### src/rtl/ov7670_stream_gen.sv
// ov7670_stream_gen
// -----------------------------------------------------------------------------
// OV7670-compatible pixel-stream transmitter (RGB565, two bytes per pixel,
// high byte first). Generates pclk/href/vsync/data exactly as the camera does,
// with four built-in test patterns, so capture controllers and frame buffers
// can be brought up without a physical sensor.
//
// Ports:
//   clk         in   system clock; one clk per pclk half-period
//   reset       in   asynchronous, active-low reset
//   enable      in   run frames while high
//   pattern_sel in   [1:0] 0 colour bars, 1 solid, 2 gradient, 3 checker
//   solid_rgb   in   [15:0] RGB565 value for the solid pattern
//   pclk        out  generated pixel clock (clk/2), held low in IDLE
//   href        out  line-active qualifier
//   vsync       out  frame sync, active high
//   data        out  [7:0] pixel byte (0 when href is low)
//   busy        out  high from frame start until frame_done
//   frame_done  out  one-clk pulse at the end of each frame
//   frame_sum   out  [15:0] byte checksum of the last completed frame
//
// Optional feature: define OV_GEN_SUM_EN to build the frame checksum
// accumulator. Without it frame_sum is tied to 16'h0000.
//
// Structure: the *_reg position registers (state, phase, slot, line) always
// describe the byte slot currently on the outputs. The combinational block
// computes the next position, and every output is derived from that next
// position and registered, so outputs change in lock-step with the position
// and there is no combinational path from any input to any output.
// -----------------------------------------------------------------------------
module ov7670_stream_gen #(
  parameter int IMG_WIDTH  = 160,
  parameter int IMG_HEIGHT = 120,
  parameter int H_BLANK    = 16,
  parameter int VSYNC_LEN  = 3,
  parameter int V_BACK     = 17,
  parameter int V_FRONT    = 10
) (
  input  logic        clk,
  input  logic        reset,
  input  logic        enable,
  input  logic [1:0]  pattern_sel,
  input  logic [15:0] solid_rgb,
  output logic        pclk,
  output logic        href,
  output logic        vsync,
  output logic [7:0]  data,
  output logic        busy,
  output logic        frame_done,
  output logic [15:0] frame_sum
);

  // ---------------------------------------------------------------------------
  // Derived sizes
  // ---------------------------------------------------------------------------
  localparam int ACT_SLOTS  = 2 * IMG_WIDTH;
  localparam int LINE_SLOTS = ACT_SLOTS + H_BLANK;
  localparam int BAR_W      = IMG_WIDTH / 8;
  localparam int SLOT_W     = $clog2(LINE_SLOTS);
  localparam int MAX_A      = (VSYNC_LEN > V_BACK) ? VSYNC_LEN : V_BACK;
  localparam int MAX_B      = (IMG_HEIGHT > V_FRONT) ? IMG_HEIGHT : V_FRONT;
  localparam int MAX_LINES  = (MAX_A > MAX_B) ? MAX_A : MAX_B;
  localparam int LINE_W     = $clog2(MAX_LINES + 1);
  localparam int BAR_CW     = (BAR_W > 1) ? $clog2(BAR_W) : 1;

  localparam logic [SLOT_W-1:0] SLOT_LAST    = SLOT_W'(LINE_SLOTS - 1);
  localparam logic [SLOT_W-1:0] ACT_END      = SLOT_W'(ACT_SLOTS);
  localparam logic [LINE_W-1:0] VSYNC_LAST   = LINE_W'(VSYNC_LEN - 1);
  localparam logic [LINE_W-1:0] VBACK_LAST   = LINE_W'((V_BACK > 0) ? (V_BACK - 1) : 0);
  localparam logic [LINE_W-1:0] ACTIVE_LAST  = LINE_W'(IMG_HEIGHT - 1);
  localparam logic [LINE_W-1:0] VFRONT_LAST  = LINE_W'(V_FRONT - 1);
  localparam logic [BAR_CW-1:0] BAR_LAST     = BAR_CW'(BAR_W - 1);
  // Mask selecting bit 3 of the line index; collapses to zero when the line
  // counter is narrower than four bits (bit 3 is then always 0).
  localparam logic [LINE_W-1:0] Y_BIT3_MASK  = LINE_W'(8);

  typedef enum logic [2:0] {
    ST_IDLE,
    ST_VSYNC,
    ST_VBACK,
    ST_ACTIVE,
    ST_VFRONT
  } state_t;

  // ---------------------------------------------------------------------------
  // Position registers and their next values
  // ---------------------------------------------------------------------------
  state_t              state_reg, state_next;
  logic                phase_reg, phase_next;
  logic [SLOT_W-1:0]   slot_reg, slot_next;
  logic [LINE_W-1:0]   line_reg, line_next;
  logic [LINE_W-1:0]   line_last;
  logic [BAR_CW-1:0]   bar_cnt_reg, bar_cnt_next;
  logic [2:0]          bar_idx_reg, bar_idx_next;

  // Frame-constant pattern selection, captured on VSYNC entry
  logic [1:0]          pat_reg;
  logic [15:0]         solid_reg;

  // Registered outputs
  logic                pclk_reg;
  logic                href_reg;
  logic                vsync_reg;
  logic [7:0]          data_reg;
  logic                busy_reg;
  logic                frame_done_reg;

  // Events and output precursors
  logic                start_frame;
  logic                frame_end;
  logic                running_next;
  logic                href_next;
  logic [7:0]          data_next;
  logic [15:0]         pixel;
  logic [15:0]         bar_rgb;
  logic [5:0]          x_lo;
  logic                y_bit3;

  // Number of lines in the current region, minus one
  always_comb begin
    line_last = VFRONT_LAST;
    case (state_reg)
      ST_VSYNC:  line_last = VSYNC_LAST;
      ST_VBACK:  line_last = VBACK_LAST;
      ST_ACTIVE: line_last = ACTIVE_LAST;
      default:   line_last = VFRONT_LAST;
    endcase
  end

  // ---------------------------------------------------------------------------
  // Next-position / state logic
  // ---------------------------------------------------------------------------
  always_comb begin
    state_next   = state_reg;
    phase_next   = phase_reg;
    slot_next    = slot_reg;
    line_next    = line_reg;
    start_frame  = 1'b0;
    frame_end    = 1'b0;

    case (state_reg)
      ST_IDLE: begin
        // Phase is always 0 in IDLE, so a start is always phase-aligned.
        phase_next = 1'b0;
        slot_next  = '0;
        line_next  = '0;
        if (enable) begin
          state_next  = ST_VSYNC;
          start_frame = 1'b1;
        end
      end

      default: begin
        if (!phase_reg) begin
          phase_next = 1'b1;
        end else begin
          phase_next = 1'b0;
          if (slot_reg == SLOT_LAST) begin
            slot_next = '0;
            if (line_reg == line_last) begin
              line_next = '0;
              case (state_reg)
                ST_VSYNC:  state_next = (V_BACK > 0) ? ST_VBACK : ST_ACTIVE;
                ST_VBACK:  state_next = ST_ACTIVE;
                ST_ACTIVE: state_next = ST_VFRONT;
                default: begin
                  // End of VFRONT: frame is complete. Restarting here in the
                  // same clk keeps back-to-back frames gapless.
                  frame_end = 1'b1;
                  if (enable) begin
                    state_next  = ST_VSYNC;
                    start_frame = 1'b1;
                  end else begin
                    state_next  = ST_IDLE;
                  end
                end
              endcase
            end else begin
              line_next = line_reg + LINE_W'(1);
            end
          end else begin
            slot_next = slot_reg + SLOT_W'(1);
          end
        end
      end
    endcase
  end

  // ---------------------------------------------------------------------------
  // Colour-bar tracking: a bar-width counter follows the pixel column of the
  // next slot, so the bar index is available without a divider. The column
  // advances on every even slot (start of a new pixel).
  // ---------------------------------------------------------------------------
  always_comb begin
    bar_cnt_next = bar_cnt_reg;
    bar_idx_next = bar_idx_reg;
    if (slot_next == '0) begin
      bar_cnt_next = '0;
      bar_idx_next = 3'd0;
    end else if ((slot_next != slot_reg) && !slot_next[0]) begin
      if (bar_cnt_reg == BAR_LAST) begin
        bar_cnt_next = '0;
        bar_idx_next = bar_idx_reg + 3'd1;
      end else begin
        bar_cnt_next = bar_cnt_reg + BAR_CW'(1);
      end
    end
  end

  always_comb begin
    bar_rgb = 16'h0000;
    case (bar_idx_next)
      3'd0: bar_rgb = 16'hFFFF;
      3'd1: bar_rgb = 16'hFFE0;
      3'd2: bar_rgb = 16'h07FF;
      3'd3: bar_rgb = 16'h07E0;
      3'd4: bar_rgb = 16'hF81F;
      3'd5: bar_rgb = 16'hF800;
      3'd6: bar_rgb = 16'h001F;
      default: bar_rgb = 16'h0000;
    endcase
  end

  // ---------------------------------------------------------------------------
  // Pixel / byte generation for the next slot
  // ---------------------------------------------------------------------------
  always_comb begin
    x_lo   = 6'(slot_next >> 1);
    y_bit3 = |(line_next & Y_BIT3_MASK);
    pixel  = 16'h0000;
    case (pat_reg)
      2'd0: pixel = bar_rgb;
      2'd1: pixel = solid_reg;
      2'd2: pixel = {x_lo[4:0], x_lo[5:0], x_lo[4:0]};
      default: pixel = (x_lo[3] ^ y_bit3) ? 16'hFFFF : 16'h0000;
    endcase
  end

  always_comb begin
    running_next = (state_next != ST_IDLE);
    href_next    = (state_next == ST_ACTIVE) && (slot_next < ACT_END);
    data_next    = 8'h00;
    if (href_next) begin
      data_next = slot_next[0] ? pixel[7:0] : pixel[15:8];
    end
  end

  // ---------------------------------------------------------------------------
  // State and output registers
  // ---------------------------------------------------------------------------
  always_ff @(posedge clk or negedge reset) begin
    if (!reset) begin
      state_reg      <= ST_IDLE;
      phase_reg      <= 1'b0;
      slot_reg       <= '0;
      line_reg       <= '0;
      bar_cnt_reg    <= '0;
      bar_idx_reg    <= 3'd0;
      pat_reg        <= 2'd0;
      solid_reg      <= 16'h0000;
      pclk_reg       <= 1'b0;
      href_reg       <= 1'b0;
      vsync_reg      <= 1'b0;
      data_reg       <= 8'h00;
      busy_reg       <= 1'b0;
      frame_done_reg <= 1'b0;
    end else begin
      state_reg      <= state_next;
      phase_reg      <= phase_next;
      slot_reg       <= slot_next;
      line_reg       <= line_next;
      bar_cnt_reg    <= bar_cnt_next;
      bar_idx_reg    <= bar_idx_next;
      if (start_frame) begin
        pat_reg      <= pattern_sel;
        solid_reg    <= solid_rgb;
      end
      pclk_reg       <= running_next & phase_next;
      href_reg       <= href_next;
      vsync_reg      <= (state_next == ST_VSYNC);
      data_reg       <= data_next;
      // busy drops for the frame_done clk even when the next frame starts.
      busy_reg       <= running_next & ~frame_end;
      frame_done_reg <= frame_end;
    end
  end

  assign pclk       = pclk_reg;
  assign href       = href_reg;
  assign vsync      = vsync_reg;
  assign data       = data_reg;
  assign busy       = busy_reg;
  assign frame_done = frame_done_reg;

  // ---------------------------------------------------------------------------
  // Optional frame checksum: 16-bit modular sum of every byte emitted with
  // href high. A new byte is emitted on each transition into phase 0.
  // ---------------------------------------------------------------------------
`ifdef OV_GEN_SUM_EN
  logic [15:0] sum_reg;
  logic [15:0] frame_sum_reg;

  always_ff @(posedge clk or negedge reset) begin
    if (!reset) begin
      sum_reg       <= 16'h0000;
      frame_sum_reg <= 16'h0000;
    end else begin
      if (frame_end) begin
        frame_sum_reg <= sum_reg;
      end
      if (start_frame) begin
        sum_reg <= 16'h0000;
      end else if (href_next && !phase_next) begin
        sum_reg <= sum_reg + {8'h00, data_next};
      end
    end
  end

  assign frame_sum = frame_sum_reg;
`else
  assign frame_sum = 16'h0000;
`endif

endmodule

### config.mk
export PLATFORM = sky130hd
export DESIGN_NAME = ov7670_stream_gen
export DESIGN_NICKNAME = d
export VERILOG_FILES = /design/src/rtl/ov7670_stream_gen.sv
export SDC_FILE = /design/constraint.sdc
export NUM_CORES = 1
export LEC_CHECK = 0
export CELL_PAD_IN_SITES_DETAIL_PLACEMENT = 2
export CELL_PAD_IN_SITES_GLOBAL_PLACEMENT = 2
export CORE_MARGIN = 1
export CORE_UTILIZATION = 38
export DETAILED_ROUTE_END_ITERATION = 10
export PLACE_DENSITY = 0.84
export RECOVER_POWER = 100
export SKIP_CTS_REPAIR_TIMING = 1
export SLEW_MARGIN = 15
export SYNTH_ARGS = -nofsm -noshare
export SYNTH_HDL_FRONTEND = slang
export SYNTH_SLANG_ARGS = --single-unit
### constraint.sdc
create_clock -name clk -period 4.75 [get_ports clk]
set_input_delay 0.475 -clock clk [delete_from_list [all_inputs] [get_ports clk]]
set_output_delay 0.475 -clock clk [all_outputs]
set_load 0.1 [all_outputs]
Word level (Yosys, flattened, before mapping) --
Cells that the tools add are included.
Operators by class: $lt $le $gt $ge 1, equality and inequality tests 17, reductions and logical operators 13, shifts and indexed selects 0, $add $sub $neg 4, bitwise logic cells 4, multiplexer cells 39, multiply operators 0, divide/modulo/power cells 0
Operator list (count):
- one-hot mux 16 bit (7 select lines) | 1
- one-hot mux 16 bit (3 select lines) | 1
- 2-to-1 mux 7 bit | 4
- 2-to-1 mux 9 bit | 3
- 2-to-1 mux 3 bit | 8
- one-hot mux 7 bit (3 select lines) | 1
- 2-to-1 mux 16 bit | 1
- 2-to-1 mux 8 bit | 2
- == test 3 x 2 -> 1 bit, second input constant | 5
- 2-to-1 mux 5 bit | 3
- 2-to-1 mux 1 bit | 14
- adder 9 x 1 -> 9 bit, second input constant | 1
- == test 3 x 1 -> 1 bit, second input constant | 3
- == test 3 bit, second input constant | 3
- == test 9 bit, second input constant | 1
- logical NOT 9 bit | 1
- < comparator 9 bit, second input constant | 1
- != test 9 bit | 1
- one-hot mux 3 bit (3 select lines) | 1
- adder 7 x 1 -> 7 bit, second input constant | 1
- == test 7 bit | 1
- logical NOT 3 bit | 2
- nonzero test 2 bit | 3
- adder 5 x 1 -> 5 bit, second input constant | 1
- 13 further kinds | 15
Word-level totals: logic and storage cells 93, output and inout port bits 29, memory bits (writable) 0, bits of input ports 21, memories kept 0, latch bits 0, bits in registers 59, ROM bits 0

Logic depth before layout (Yosys ltp) --
Gate-level depths: netlist (run 1).
depth after elaboration 13, mapped depth 12, depth with buffers taken out 10

Worst setup path before layout (run 1) --
Ideal clock, no wire load.
path kind register to register, from reg slot_reg[1], to reg data_reg[7] (netlist: data[7]), clock period less this slack 2.712 ns, cell stages (with the launch flop) 9, data required time 4.624 ns, data arrival time 2.586 ns, path slack 2.038 ns, setup time 0.126 ns, path buffers 0, cell sequence dfrtp_1 ha_1 nand4_1 or4_4 mux2i_4 o31a_2 mux2i_2 a211oi_4 nor3b_2
Between the ends: longest elaborated chain between the ends 13, elaborated cells on any way between the ends 33, those cells by class add/sub (1); order compare (1); eq/ne (9); mux (16); bitwise (1); reduce/logical (5)
RTL lines:
- start, declared | line 90 | logic [SLOT_W-1:0] slot_reg, slot_next;
- start signal, assigned | line 270 | slot_reg <= slot_next;
- adder 9 x 1 -> 9 bit or == test 9 bit (tied branches) | line 182, 158
- 2-to-1 mux 9 bit | line 158 | if (slot_reg == SLOT_LAST) begin
- 2-to-1 mux 9 bit | line 154 | if (!phase_reg) begin
- 2-to-1 mux 9 bit | line 141 | case (state_reg)
- != test 9 bit or logical NOT 1 bit (tied branches) | line 200 | end else if ((slot_next != slot_reg) && !slot_next[0]) begin
- logical AND 1 bit | line 200
- 2-to-1 mux 3 bit | line 200
- 2-to-1 mux 3 bit | line 197 | if (slot_next == '0) begin
- == test 3 bit, or another cell as far along | line 212 | case (bar_idx_next)
- one-hot mux 16 bit (7 select lines) | line 212
- one-hot mux 16 bit (3 select lines) | line 231 | case (pat_reg)
- 2-to-1 mux 8 bit | line 244 | data_next = slot_next[0] ? pixel[7:0] : pixel[15:8];
- 2-to-1 mux 8 bit * | line 243 | if (href_next) begin
- via data_next[7] | line 113 | logic [7:0] data_next;
- end signal, assigned | line 281 | data_reg <= data_next;
- end, declared | line 104 | logic [7:0] data_reg;
The timed path passes the listed nets; every way through them passes the cells marked *. The select of a mux whose other input is x is not followed. A chain may end at the register's enable or synchronous reset.

Worst setup path after layout (run 1) --
from reg slot_reg[1], to reg data_reg[6] (netlist: data[6])
Same word-level chain as after synthesis.

==> impl_metrics.toml, run 1 <==
[die]
dieArea_um2 = 9900
die_w_um = 99.5
ios = 50
start_util = 0.391
die_h_um = 99.5
row_count = 35
fp.coreArea_um2 = 9240

[power_and_ir_drop]
sw_frac_of_total = 0.391
combPwrFrac = 0.326
p_leak_nw = 1.71
power.density_nw_per_um2 = 457
worst_ir_drop_vdd_mv = 0.194
sequentialPowerShare = 0.375
clkPwrFrac = 0.299
p_int_w = 0.00112
p_sw_w = 0.000722

[final_layout]
antenna_cells = 0
layout_commonest_cell = "dfrtp_1"
syn_to_final_growth_pct = 11.9
final_nets = 411
final_cell_mix = "dfrtp_1, nor2_1, nand2_1, clkdlybuf4s50_1, o21ai_0"
postLayoutCellArea_um2 = 4040
utilization = 0.437
drive_gt1_frac = 0.115
largest_register_ffs = 16

[yosys]
synthMuxAreaShare = 0.0911
yosysSeqAreaShare = 0.409
synth_adder_area_share = 0.0139
synth_edf_count = 0
synth_area_um2 = 3610
synth_top_cell_by_area = "dfrtp_1"
yosys.area_share.simple = 0.187
ys.flop_type = "dfrtp_1"
synth_top_family_by_area = "simple AND/OR/NAND/NOR gates"
netlist_instances = 360
async_flop_share = 1.00
synth_top_area_frac = 0.409
yosysWarnings = 0
synthDistinctLibCells = 73
synth_area_leaders = "dfrtp_1, buf_4, mux2_4"
synthXorXnorAreaFrac = 0.0291
synth_compound_area_frac = 0.181
avgSynthCellArea_um2 = 10.0
ys_ff_latch = 59

[sta]
fin_crit_sh = 0.817
slew_violations = 79
fin_tns_setup_ns = 0
fmax_ghz = 0.258
fin_ws_ns = 0.868
finClkSkew_ns = 0.0105
finalHoldWorstSlack_ns = 0.516
finalHoldViolations = 0
slew_headroom = -1.17
rsz0062_at_grt = "false"
min_period_ns = 3.88
setup_viol = 0
worst_pin_slew_ns = 3.26

[global_routing]
grt_pass1_wl_um = 17000
overflow = 0
grt_max_degree = 60
grt_antenna_before_repair = 0
grt_pass1_vias = 3154
grt_usage = 0.226

[worst_setup_path]
path_class = "reg -> reg"
arrival_ns = 4.16
path_buf_inv = 1
required_ns = 5.02
worst_path_max_delay_cell = "o31a_1"
cpPeakStageDelay_ns = 0.55
path_cells = "ha_1 > nand4_1 > o31a_1 > nand2_1 > inv_1 > a211o_1 > mux2_1 > a22oi_1 > o221a_1"
cp-end-kind = "register"
cp_top_family = "compound AO/OA/AOI/OAI gates"
crit_fanout = 12
cp-start-kind = "register"

[cts]
numCtsBuffers = 9
h-tree-depth = 3
clock_sink_count = 59
cts_tree = "done"
cts.path.max_buffers = 2
cts_root_buf = "clkbuf_8"
clkLatencyLatePin_ns = 0.34
clk_pin_slew_ns = 0.07

[route]
drcViolationCount = 0
ant_nets = 0
wl_um = 10000
drtIter0Drc = 107
via_per_inst = 5.46
top_layer_used = "met4"
met2RoutedLength_um = 5170
dr_wl_met3_um = 276
wire_per_inst_um = 19.3
wl_met1_um = 4370
first_pass_iters = 4
vias = 2838

[run]
drv_cap = 2

[placed_design]
gp_congestion = 0.778
dp_hpwl_um = 7060
io_buffers = 33
dp_slack_ns = 1.53
placed_cell_area_um2 = 3890

[status]
violations = "max-capacitance violations, max-slew violations"
run_status = "finished with violations"

[min_path]
min_path_type = "reg -> reg"
stage by stage:
step / power, W / instances
floorplan: 0.00118 / 375
global placement: 0.00130 / 504
detailed placement: 0.00133 / 504
CTS: 0.00190 / 520
global route: 0.00195 / 520
finish: 0.00185 / 520
cell usage after synthesis (all sizes together), types with 5 or more instances:
| library cell | count |
|---|---|
| buf | 31 |
| a21boi | 6 |
| dfrtp | 59 |
| nand4 | 5 |
| nand3 | 7 |
| nor2 | 37 |
| xor2 | 6 |
| mux2 | 20 |
| inv | 10 |
| o21ai | 18 |
| xnor2 | 6 |
| nand2 | 26 |
| nor2b | 6 |
| mux2i | 5 |
| a21oi | 16 |
| or3 | 5 |
| nor3 | 13 |
| nand2b | 10 |
| a211oi | 6 |
power by group through the flow:
stage	registers [W]	clock network [W]	logic [W]
after floorplan	0.000663	0	0.000520
after global placement	0.000689	0	0.000613
after detailed placement	0.000699	0	0.000634
after CTS	0.000693	0.000561	0.000644
after global routing	0.000707	0.000583	0.000660
final	0.000692	0.000551	0.000602
cell families after synthesis:
logic type               count (synthesis)
flip-flops                              59
other                                    1
buffers and inverters                   45
XOR/XNOR                                12
multiplexers                            25
AND/OR/NAND/NOR                        127
AO/OA/AOI/OAI                           87
adder cells (fa/ha/maj)                  4
cell type report:
cell class                      instances  area [um^2]
Fill cell                             988         5200
Multi-Input combinational cell        271         1790
Sequential cell                        59         1480
Timing Repair Buffer                   35          333
Clock buffer                           13          169
Tap cell                              129          161
Clock inverter                          3         68.8
Inverter                               10         37.5
final timing paths:
check | end | start | slack [ns] | depth (start not counted)
max in group asynchronous | line_reg[2] | reset | 1.59 | 2
hold / removal | solid_reg[14] | solid_reg[14] | 0.52 | 1
setup reg to reg | data[6] | slot_reg[1] | 0.87 | 9
setup / recovery | data[6] | slot_reg[1] | 0.87 | 9
min in group asynchronous | href | reset | 1.30 | 2
hold reg to reg | solid_reg[14] | solid_reg[14] | 0.52 | 1
routing by layer:
metal / vias up / GRT usage
met5: - / 0
met4: 0 / 0.0984
met3: 21 / 0.0309
met2: 60 / 0.388
met1: 1439 / 0.286
li1: 1318 / -
(Power assumes the default switching activity.)
==> run 2, diff against run 1 <==
--- a/config.mk
+++ b/config.mk
@@ -8,9 +8,9 @@
 export CELL_PAD_IN_SITES_DETAIL_PLACEMENT = 2
 export CELL_PAD_IN_SITES_GLOBAL_PLACEMENT = 2
 export CORE_MARGIN = 1
-export CORE_UTILIZATION = 38
+export CORE_UTILIZATION = 32
 export DETAILED_ROUTE_END_ITERATION = 10
-export PLACE_DENSITY = 0.84
+export PLACE_DENSITY = 0.75
 export RECOVER_POWER = 100
 export SKIP_CTS_REPAIR_TIMING = 1
 export SLEW_MARGIN = 15
==> constraint.sdc (replaced) <==
create_clock -name clk -period 3.4 [get_ports clk]
set_input_delay 0.34 -clock clk [delete_from_list [all_inputs] [get_ports clk]]
set_output_delay 0.34 -clock clk [all_outputs]
set_load 0.1 [all_outputs]
==> impl_metrics.toml, run 2 (synthesized netlist as in run 1, its figures left out) <==
[worst_setup_path]
cp-startpoint = "state_reg[0]"
rr_startpoint = "state_reg[0]"
crit_fanout = 18
cp-start-kind = "register"
required_ns = 3.61
arrival_ns = 3.35
path_class = "reg -> reg"
cp-end-kind = "register"

[power_and_ir_drop]
power.density_nw_per_um2 = 659
worst_ir_drop_vdd_mv = 0.400
p_leak_nw = 1.80

[die]
ios = 50
die_h_um = 108
die_w_um = 108
dieArea_um2 = 11700
row_count = 38
start_util = 0.330
fp.coreArea_um2 = 10900

[cts]
clkLatencyLatePin_ns = 0.33
cts.path.max_buffers = 2
cts_root_buf = "clkbuf_16"
numCtsBuffers = 9
h-tree-depth = 3
clk_pin_slew_ns = 0.05
cts_tree = "done"
clock_sink_count = 59

[final_layout]
postLayoutCellArea_um2 = 4190
utilization = 0.383
final_cell_mix = "dfrtp_1, nor2_1, nand2_1, clkdlybuf4s50_1, o21ai_0"
fillers = 1203
drive_gt1_frac = 0.141
syn_to_final_growth_pct = 16.1
final_nets = 417
antenna_cells = 0
largest_register_ffs = 16
layout_commonest_cell = "dfrtp_1"

[sta]
worst_pin_slew_ns = 1.21
fmax_ghz = 0.318
slew_headroom = 0.195
fin_crit_sh = 0.924
min_period_ns = 3.14
rsz0062_at_grt = "false"
setup_viol = 0
slew_violations = 0
finClkSkew_ns = 0.00403
fin_tns_setup_ns = 0
finalHoldViolations = 0

[placed_design]
dp_hpwl_um = 7120
placed_cell_area_um2 = 3940
io_buffers = 33
gp_congestion = 0.816

[global_routing]
overflow = 0
grt_usage = 0.183
grt_antenna_before_repair = 0
grt_pass1_vias = 3101
grt_pass1_wl_um = 16300
grt_max_degree = 48

[route]
vias = 2803
drtIter0Drc = 96
ant_nets = 0
wire_per_inst_um = 18.1
first_pass_iters = 4
wl_um = 9700
drcViolationCount = 0
via_per_inst = 5.22

[min_path]
min_from = "solid_reg[12]"
min_path_type = "reg -> reg"

[status]
run_status = "finished, final reports clean"

[run]
drv_cap = 0
## run 2: cell count changes in the layout (fill, tap and decap cells not counted), moves of 2 or more
cell	delta
clkbuf_8	-11
clkbuf_16	+9
mux2_4	+7
mux2_2	-4
clkbuf_1	+3
clkinv_2	+3
mux2_1	-3
a21boi_0	-2
a21boi_1	+2
buf_4	+2
## run 2: critical path, stage by stage, from the launching register on
cell       delay [ns]
dfrtp_1          0.62
or3b_1           0.39
a2111oi_0        0.57
a21oi_2          0.08
nor4_1           0.39
and2_0           0.35
o21ai_4          0.24
mux2_1           0.37
## run 2: worst paths after layout
check	endpoint	depth (start not counted)	slack, ns
min in group asynchronous	href	2	0.59
setup / recovery	solid_reg[11]	7	0.26
hold reg to reg	solid_reg[12]	1	0.49
max in group asynchronous	bar_cnt_reg[3]	3	1.17
setup reg to reg	solid_reg[11]	7	0.26
hold / removal	solid_reg[12]	1	0.49
## run 2: stage by stage
stage | cells | total power (W) | setup WS (ns) | hold WS, ns
after detailed placement | 520 | 0.00188 | 0.340 | 0.251
after floorplan | 375 | 0.00165 | 0.688 | 0.0444
after CTS | 536 | 0.00281 | 0.335 | -0.102
final | 537 | 0.00276 | 0.257 | 0.485
after global placement | 520 | 0.00184 | 0.531 | 0.247
after global routing | 537 | 0.00291 | 0.0552 | 0.517
## run 2: layout make-up
class | instances | area [um^2] | share of cell area
multi-input combinational | 271 | 1840 | 0.439
sequential | 59 | 1480 | 0.352
timing repair buffer | 41 | 369 | 0.0880
clock buffer | 11 | 243 | 0.0579
tap | 140 | 175 | 0.0418
clock inverter | 5 | 52.6 | 0.0125
inverter | 10 | 37.5 | 0.00895
## run 2: metal layers
metal / global-route usage / up-vias / wire (um)
li1: - / 1337 / -
met3: 0.0386 / 10 / 289
met5: 0 / - / 0
met2: 0.314 / 47 / 4890
met1: 0.227 / 1409 / 4400
met4: 0.0616 / 0 / 123
## run 2: power breakdown
group	total, W	switching (W)	internal (W)
clock network	0.000911	0.000328	0.000583
logic	0.000881	0.000562	0.000318
registers	0.000970	0.000159	0.000810
total	0.00276	0.00105	0.00171
